<file path="config.mk">
export PLATFORM = sky130hd
export DESIGN_NAME = pkt_proc_deq_ctrl
export DESIGN_NICKNAME = d
export VERILOG_FILES = /design/src/rtl/pkt_proc_pkg.sv /design/src/rtl/pkt_proc_deq_skid.sv /design/src/rtl/pkt_proc_deq_ctrl.sv
export SDC_FILE = /design/constraint.sdc
export NUM_CORES = 1
export LEC_CHECK = 0
export BUFFER_PORTS_ARGS = -buffer_cell sky130_fd_sc_hd__buf_2
export CAP_MARGIN = 40
export CELL_PAD_IN_SITES_DETAIL_PLACEMENT = 0
export CELL_PAD_IN_SITES_GLOBAL_PLACEMENT = 1
export CORE_MARGIN = 5
export CORE_UTILIZATION = 52
export DETAILED_ROUTE_END_ITERATION = 8
export PLACE_DENSITY = 0.94
export SKIP_CTS_REPAIR_TIMING = 1
export SYNTH_ARGS = -nofsm -noshare
export SYNTH_HDL_FRONTEND = slang
export SYNTH_SLANG_ARGS = --single-unit
</file>
<file path="constraint.sdc">
create_clock -name pck_proc_int_mem_fsm_clk -period 5.2 [get_ports pck_proc_int_mem_fsm_clk]
set_input_delay 1.04 -clock pck_proc_int_mem_fsm_clk [delete_from_list [all_inputs] [get_ports pck_proc_int_mem_fsm_clk]]
set_output_delay 1.04 -clock pck_proc_int_mem_fsm_clk [all_outputs]
set_load 0.05 [all_outputs]
</file>
<file path="src/rtl/pkt_proc_pkg.sv">
// Shared types and constants for the packet-processor dequeue controller.
package pkt_proc_pkg;

  localparam int DEQ_CNT_W  = 16;
  localparam int DEQ_DATA_W = 32;
  localparam int DEQ_LEN_W  = 12;

  typedef enum logic {SEEK_SOP, IN_PKT} deq_state_t;

  typedef struct packed {
    logic [DEQ_DATA_W-1:0] data;
    logic                  sop;
    logic                  eop;
    logic                  err;
    logic [DEQ_LEN_W-1:0]  len;
  } deq_word_t;

  // Length increment that sticks at the all-ones value.
  function automatic logic [DEQ_LEN_W-1:0] len_inc(input logic [DEQ_LEN_W-1:0] l);
    return (&l) ? l : l + 1'b1;
  endfunction

endpackage

</file>
<file path="src/rtl/pkt_proc_deq_skid.sv">
// Synchronous skid FIFO of framed egress words with occupancy count.
module pkt_proc_deq_skid
  import pkt_proc_pkg::*;
#(
  parameter int DEPTH = 4
) (
  input  logic                   pck_proc_int_mem_fsm_clk,
  input  logic                   pck_proc_int_mem_fsm_sw_rst,
  input  logic                   push,
  input  deq_word_t              push_word,
  input  logic                   pop,
  output deq_word_t              head,
  output logic                   empty,
  output logic [$clog2(DEPTH):0] count
);

  localparam int             AW     = $clog2(DEPTH);
  localparam logic [AW:0]    FULL_C = (AW+1)'(DEPTH);

  deq_word_t      mem [DEPTH];
  logic [AW-1:0]  wr_ptr;
  logic [AW-1:0]  rd_ptr;
  logic           full;
  logic           do_push;
  logic           do_pop;

  assign empty   = (count == '0);
  assign full    = (count == FULL_C);
  assign do_pop  = pop & ~empty;
  // A full FIFO may still accept a word when the head leaves in the same cycle.
  assign do_push = push & (~full | do_pop);
  assign head    = mem[rd_ptr];

  // NOTE: sequential state uses non-blocking assignments so every register samples pre-edge values.
  always_ff @(posedge pck_proc_int_mem_fsm_clk) begin
    if (pck_proc_int_mem_fsm_sw_rst) begin
      wr_ptr <= '0;
      rd_ptr <= '0;
      count  <= '0;
    end else begin
      if (do_push) wr_ptr <= wr_ptr + 1'b1;
      if (do_pop)  rd_ptr <= rd_ptr + 1'b1;
      count <= count + (AW+1)'(do_push) - (AW+1)'(do_pop);
    end
  end

  // NOTE: storage is deliberately not reset; only pointers and count define what is valid.
  always_ff @(posedge pck_proc_int_mem_fsm_clk) begin
    if (do_push) mem[wr_ptr] <= push_word;
  end

  a_no_push_on_full : assert property (
    @(posedge pck_proc_int_mem_fsm_clk) disable iff (pck_proc_int_mem_fsm_sw_rst)
      !(push && full && !pop));

endmodule

</file>
<file path="src/rtl/pkt_proc_deq_ctrl.sv">
// Dequeue controller: credit-based read issue, SOP/EOP re-framing, skid FIFO egress.
// Optional statistics counters are built when PKT_DEQ_STATS_EN is defined.
module pkt_proc_deq_ctrl
  import pkt_proc_pkg::*;
#(
  parameter int DATA_W     = DEQ_DATA_W,
  parameter int RD_LAT     = 1,
  parameter int SKID_DEPTH = 4,
  parameter int LEN_W      = DEQ_LEN_W
) (
  input  logic                 pck_proc_int_mem_fsm_clk,
  input  logic                 pck_proc_int_mem_fsm_sw_rst,
  input  logic                 deq_en,
  input  logic                 pck_proc_empty,
  output logic                 deq_req,
  input  logic                 out_sop,
  input  logic                 out_eop,
  input  logic [DATA_W-1:0]    rd_data_o,
  output logic                 eg_valid,
  input  logic                 eg_ready,
  output logic [DATA_W-1:0]    eg_data,
  output logic                 eg_sop,
  output logic                 eg_eop,
  output logic [LEN_W-1:0]     eg_len,
  output logic                 eg_err,
  output logic                 busy,
  output logic [DEQ_CNT_W-1:0] pkt_cnt,
  output logic [DEQ_CNT_W-1:0] err_cnt
);

  localparam int            CW      = $clog2(SKID_DEPTH) + 2;
  localparam logic [CW-1:0] DEPTH_C = CW'(SKID_DEPTH);

  logic [RD_LAT-1:0] inflight;
  logic [CW-1:0]     infl_cnt;
  logic [CW-2:0]     fifo_count;
  logic              fifo_empty;
  logic              tap;
  deq_state_t        state, state_nxt;
  logic [LEN_W-1:0]  len_q, len_nxt;
  logic              push;
  logic              err_inc;
  logic              pop;
  deq_word_t         push_word;
  deq_word_t         head;

  always_comb begin
    infl_cnt = '0;
    for (int i = 0; i < RD_LAT; i++) infl_cnt = infl_cnt + CW'(inflight[i]);
  end

  // Credits count both queued and still-returning words, so a push can never overflow.
  assign deq_req = ~pck_proc_int_mem_fsm_sw_rst & deq_en & ~pck_proc_empty &
                   ((CW'(fifo_count) + infl_cnt) < DEPTH_C);
  assign tap     = inflight[RD_LAT-1];

  // NOTE: every combinational output gets a default first so no latch is inferred.
  always_comb begin
    state_nxt      = state;
    len_nxt        = len_q;
    push           = 1'b0;
    err_inc        = 1'b0;
    push_word      = '0;
    push_word.data = rd_data_o;
    push_word.eop  = out_eop;
    if (tap) begin
      if (out_sop) begin
        push          = 1'b1;
        push_word.sop = 1'b1;
        push_word.err = (state == IN_PKT);
        push_word.len = out_eop ? LEN_W'(1) : '0;
        err_inc       = (state == IN_PKT);
        len_nxt       = LEN_W'(1);
        state_nxt     = out_eop ? SEEK_SOP : IN_PKT;
      end else if (state == IN_PKT) begin
        push          = 1'b1;
        len_nxt       = len_inc(len_q);
        push_word.len = out_eop ? len_nxt : '0;
        push_word.err = out_eop & (&len_nxt);
        if (out_eop) state_nxt = SEEK_SOP;
      end else begin
        err_inc = 1'b1;
      end
    end
  end

  always_ff @(posedge pck_proc_int_mem_fsm_clk) begin
    if (pck_proc_int_mem_fsm_sw_rst) begin
      inflight <= '0;
      state    <= SEEK_SOP;
      len_q    <= '0;
    end else begin
      inflight <= RD_LAT'({inflight, deq_req});
      state    <= state_nxt;
      len_q    <= len_nxt;
    end
  end

  pkt_proc_deq_skid #(.DEPTH(SKID_DEPTH)) u_skid (
    .pck_proc_int_mem_fsm_clk   (pck_proc_int_mem_fsm_clk),
    .pck_proc_int_mem_fsm_sw_rst(pck_proc_int_mem_fsm_sw_rst),
    .push                       (push),
    .push_word                  (push_word),
    .pop                        (pop),
    .head                       (head),
    .empty                      (fifo_empty),
    .count                      (fifo_count)
  );

  assign eg_valid = ~fifo_empty;
  assign pop      = eg_valid & eg_ready;
  assign eg_data  = fifo_empty ? '0 : head.data;
  assign eg_sop   = ~fifo_empty & head.sop;
  assign eg_eop   = ~fifo_empty & head.eop;
  assign eg_err   = ~fifo_empty & head.err;
  assign eg_len   = fifo_empty ? '0 : head.len;
  assign busy     = (|inflight) | ~fifo_empty;

`ifdef PKT_DEQ_STATS_EN
  always_ff @(posedge pck_proc_int_mem_fsm_clk) begin
    if (pck_proc_int_mem_fsm_sw_rst) begin
      pkt_cnt <= '0;
      err_cnt <= '0;
    end else begin
      if (pop && head.eop) pkt_cnt <= pkt_cnt + 1'b1;
      if (err_inc)         err_cnt <= err_cnt + 1'b1;
    end
  end
`else
  logic stats_unused;
  assign stats_unused = err_inc;
  assign pkt_cnt      = '0;
  assign err_cnt      = '0;
`endif

endmodule

</file>
After elaboration in Yosys (flattened, before gate mapping)
Memories as Yosys holds them, arrays and structs flattened. A register that Yosys moved wholly into a read port is not among the register bits.
Index checks and enable logic that the tools add are counted.
- flip-flop bits (word level): 21
- memory bits (writable): 188
- bits of input ports: 39
- output and inout bits: 82
- logic and storage cells: 58
- memories kept: 1
- add/sub/neg operators: 6
- order comparisons: 1
- eq/ne operators: 1
- multiplexer cells: 22
- bitwise gates (word level): 16
- reductions and logical operators: 5
- memories (memory ; words ; bits a word ; read ports ; clocked after memory_dff ; wr ports ; RTL line ; source):
    u_skid.mem ; 4 ; 47 ; 1 ; 1 ; 1 ; pkt_proc_deq_skid.sv:20 ; deq_word_t mem [DEPTH];
- operators by type and width (kind ; number):
    12-bit 2-to-1 mux ; 5
    13-bit 2-to-1 mux ; 3
    32-bit 2-to-1 mux ; 1
    12-bit AND reduction ; 2
    12-bit by 1-bit adder with 12-bit output, second input constant ; 1
    1-bit 2-to-1 mux ; 11
    1-bit bitwise AND ; 10
    2-bit by 1-bit adder with 2-bit output, second input constant ; 2
    3-bit by 1-bit adder with 4-bit output ; 1
    4-bit by 3-bit less-than comparator with 1-bit output, second input constant ; 1
    2-bit 2-to-1 mux ; 2
    1-bit NOT ; 4
    3-bit by 1-bit adder with 3-bit output ; 1
    3-bit == test, second input constant ; 1
    3-bit zero test ; 1
    3-bit by 1-bit subtractor with 3-bit output ; 1
    1-bit bitwise OR ; 2
    2-bit AND reduction ; 1
    2-bit nonzero test ; 1

Logic depth before layout (Yosys ltp)
- depth in word-level cells: 8
- depth in mapped cells: 8
- gate-level depth less buffers: 8

Cells and area by module
A second synthesis with hierarchy kept.
- cells, all modules: 529
- area, all modules: 8909.8 um^2
- by module, submodules not included (module ; instances ; cells an instance ; area an instance (um^2) ; seq. area each (um^2)):
    pkt_proc_deq_skid ; 1 ; 295 ; 7231.9 ; 5825.6
    pkt_proc_deq_ctrl ; 1 ; 234 ; 1677.9 ; 280.3

Worst setup path after synthesis
No wires, ideal clock.
- kind: input -> output
- start: in pck_proc_int_mem_fsm_sw_rst
- end: out deq_req
- arrival: 2697 ps
- required time: 4160 ps
- path slack: 1463 ps
- stages on the path: 1
- path buffers: 0
- cell sequence: nor4b_1
- cells in the longest elaborated chain, start to end: 4
- ends and longest elaborated chain (element ; RTL line ; source):
    from (decl) ; pkt_proc_deq_ctrl.sv:12 ; input logic pck_proc_int_mem_fsm_sw_rst,
    1-bit NOT ; pkt_proc_deq_ctrl.sv:53 ; assign deq_req = ~pck_proc_int_mem_fsm_sw_rst & deq_en & ~pck_proc_empty &
    1-bit bitwise AND (3 in a row) ; pkt_proc_deq_ctrl.sv:53 ;
    to (decl) ; pkt_proc_deq_ctrl.sv:15 ; output logic deq_req,
No other way between the ends.

==> run summary <==
outcome -> finished clean
Num CTS Buffers -> 21
combinational share of power -> 0.349
Layout area overhead -> 14.0%
TritonCTS clock tree -> done
Lkg Pwr -> 3.47 nW
Clock Skew -> 0.0148 ns
crit start category -> register
Post-Syn Area -> 8860 um2
P_int -> 3.25 mW
area of the multi-input gates -> 2470 um2
sequential share of power -> 0.377
layout cells sized above 1 -> 0.294
most frequent cell after synthesis -> edfxtp_1
Top Ports -> 121
Pins Over Slew Limit -> 0
Cell variety after synth -> 48
RSZ-0062 raised after global routing -> false
core box area -> 16600 um2
Critical Path RT -> 4.16 ns
critical path arrival -> 2.53 ns
Post-Syn Instances -> 530
VDD IR max -> 0.293 mV
worst-path maximum fanout -> 24
setup TNS -> 0 ns
Synth top cells by count -> 188 x edfxtp_1, 53 x and2_1, 47 x mux4_2
Synth Register Bits -> 211
WL final -> 17100 um
FF-to-FF Start -> inflight
drc violations -> 0
switching power -> 1.92 mW
initial core utilization -> 0.532
Die Span X -> 141 um
Clock Sinks -> 211
Synth area leader -> edfxtp_1
Ys Warns -> 0
final core utilization -> 0.606
fin crit period -> 3.57 ns
Worst Max-Slew Pin Slew -> 0.851 ns
kind of cell adding the most delay to the critical path -> flip-flops
clock network fraction of total power -> 0.274
first drt pass iteration count -> 5
Setup crit end kind -> output pin
htree depth -> 1
min-delay src -> u_skid.rd_ptr[1]
worst-path cell chain -> buf_4 > mux4_2 > and2_1 > buf_2
switching share of power -> 0.371
Slew headroom -> 0.431
asr flop ratio synth -> 0
Power Total -> 5.16 mW
crit share post-route -> 0.687
EDFF count, synth -> 188
n_diodes -> 0
Clock Path Buffers -> 3
Reg clk slew, reported paths -> 0.06 ns
DRT iter0 DRCs -> 350
top cell type's share of synthesized area -> 0.637
placer's final routability congestion estimate -> 0.832
initial antenna violation count -> 0
Synth Flop Type -> edfxtp_1
largest net degree at the start of global routing -> 49
CP max-delay cell -> dfxtp_2
max cap viols -> 0
Die Y -> 141 um
dpl hpwl -> 10800 um
WL/cell -> 19.9 um
FMAX -> 0.280 GHz
synthesized area per cell -> 16.7 um2
register area share after synthesis -> 0.689
Worst path max stage delay -> 0.77 ns
number of global-route vias before repair -> 4833
fill count -> 1184
final setup fails -> 0
Clock Tree Root -> clkbuf_16
Layout Nets -> 670
placed insts -> 819
clock latency on the worst-skew pair -> 0.49 ns
Antenna Nets Post-Route -> 0
row count -> 47
DR vias/cell -> 5.51
die area -> 19700 um2
Hold WC Path Type -> reg2reg
total gr overflow -> 0
Power Density -> 512 nW/um2
post-route insts no fill -> 857
critical path type -> reg2out
synth top area cells -> edfxtp_1 64%, mux4_2 12%, dfxtp_1 5.2%, and2_1 3.7%, buf_4 2.8%
port bufs -> 88
first-pass GRT wire length -> 27100 um
Hold Vio Cnt, Final -> 0
register area -> 6110 um2
worst path buffer plus inverter count -> 2
detailed-route via count -> 4724
GRT Total Usage -> 0.174
## sequential cells by signal, indices dropped and copies added, names as in the netlist, named ones only
| name | cells |
|---|---|
| len_q | 12 |
| inflight | 1 |
| u_skid.rd_ptr | 2 |
| u_skid.mem | 188 |
| u_skid.count | 3 |
| state | 1 |
| u_skid.wr_ptr | 2 |
## power by group through the flow
stage / registers [mW] / logic (mW) / clock network [mW]
final: 1.95 / 1.80 / 1.41
after global routing: 1.96 / 1.91 / 1.53
after CTS: 1.95 / 1.83 / 1.44
after detailed placement: 1.98 / 1.82 / 0
after global placement: 2.04 / 1.71 / 0
after floorplan: 1.93 / 1.48 / 0
## cell type report
class / count / share of cell area
Timing Repair Buffer: 97 / 0.0548
Multi-Input combinational cell: 282 / 0.244
Clock buffer: 31 / 0.0578
Inverter: 9 / 0.00335
Clock inverter: 7 / 0.00694
Sequential cell: 211 / 0.606
Tap cell: 220 / 0.0273
## placed cells by master, fill, tap and decap left out, types with 3 or more instances in the layout
| master | instances |
|---|---|
| dfxtp_1 | 21 |
| nand2_1 | 13 |
| ha_1 | 8 |
| buf_4 | 6 |
| mux4_2 | 47 |
| clkbuf_16 | 21 |
| a31oi_1 | 6 |
| inv_1 | 8 |
| xor2_1 | 4 |
| and2_1 | 49 |
| o21ai_1 | 5 |
| nand3_1 | 7 |
| xnor2_1 | 8 |
| o21ai_0 | 11 |
| edfxtp_1 | 188 |
| nor2_1 | 30 |
| nor3_1 | 9 |
| a21oi_1 | 15 |
| clkbuf_1 | 8 |
| buf_2 | 88 |
| conb_1 | 32 |
| nor2b_1 | 3 |
| and2_2 | 4 |
## worst min-delay path, cell delays in order (launching register included)
cell and delay, ns:
dfxtp_1 0.32, xor2_1 0.06, nor2_1 0.11
## metal layers
layer,GRT usage,vias to the layer above,routed length (um)
met2,0.302,167,8750
met1,0.233,2378,6920
met4,0.0449,0,374
li1,-,2147,-
met5,0,-,0
met3,0.0262,32,1050
## per-stage QoR
stage,setup slack (ns),area [um2],hold slack (ns)
finish,1.63,10100,0.531
global route,1.50,10100,0.566
CTS,1.58,10100,0.546
detailed placement,1.82,9440,0.532
floorplan,1.46,8970,0.485
global placement,1.85,9370,0.508
## path summary, 6_finish.rpt
check / endpoint / slack, ns / cells past startpoint
max: eg_len[8] / 1.63 / 4
min: register / 0.53 / 2
max reg2reg: u_skid.mem[2][37] / 2.50 / 4
min reg2reg: register / 0.53 / 2
## cells by family after synthesis
group           Yosys count  share of synthesized area
flops                   211                      0.689
simple gates            132                     0.0851
buf+inv                  68                     0.0458
mux                      49                      0.122
compound gates           48                     0.0321
xor+xnor                 12                     0.0119
fa+ha+maj                 9                     0.0136
other cells               1                   0.000423
(Power assumes the default switching activity.)
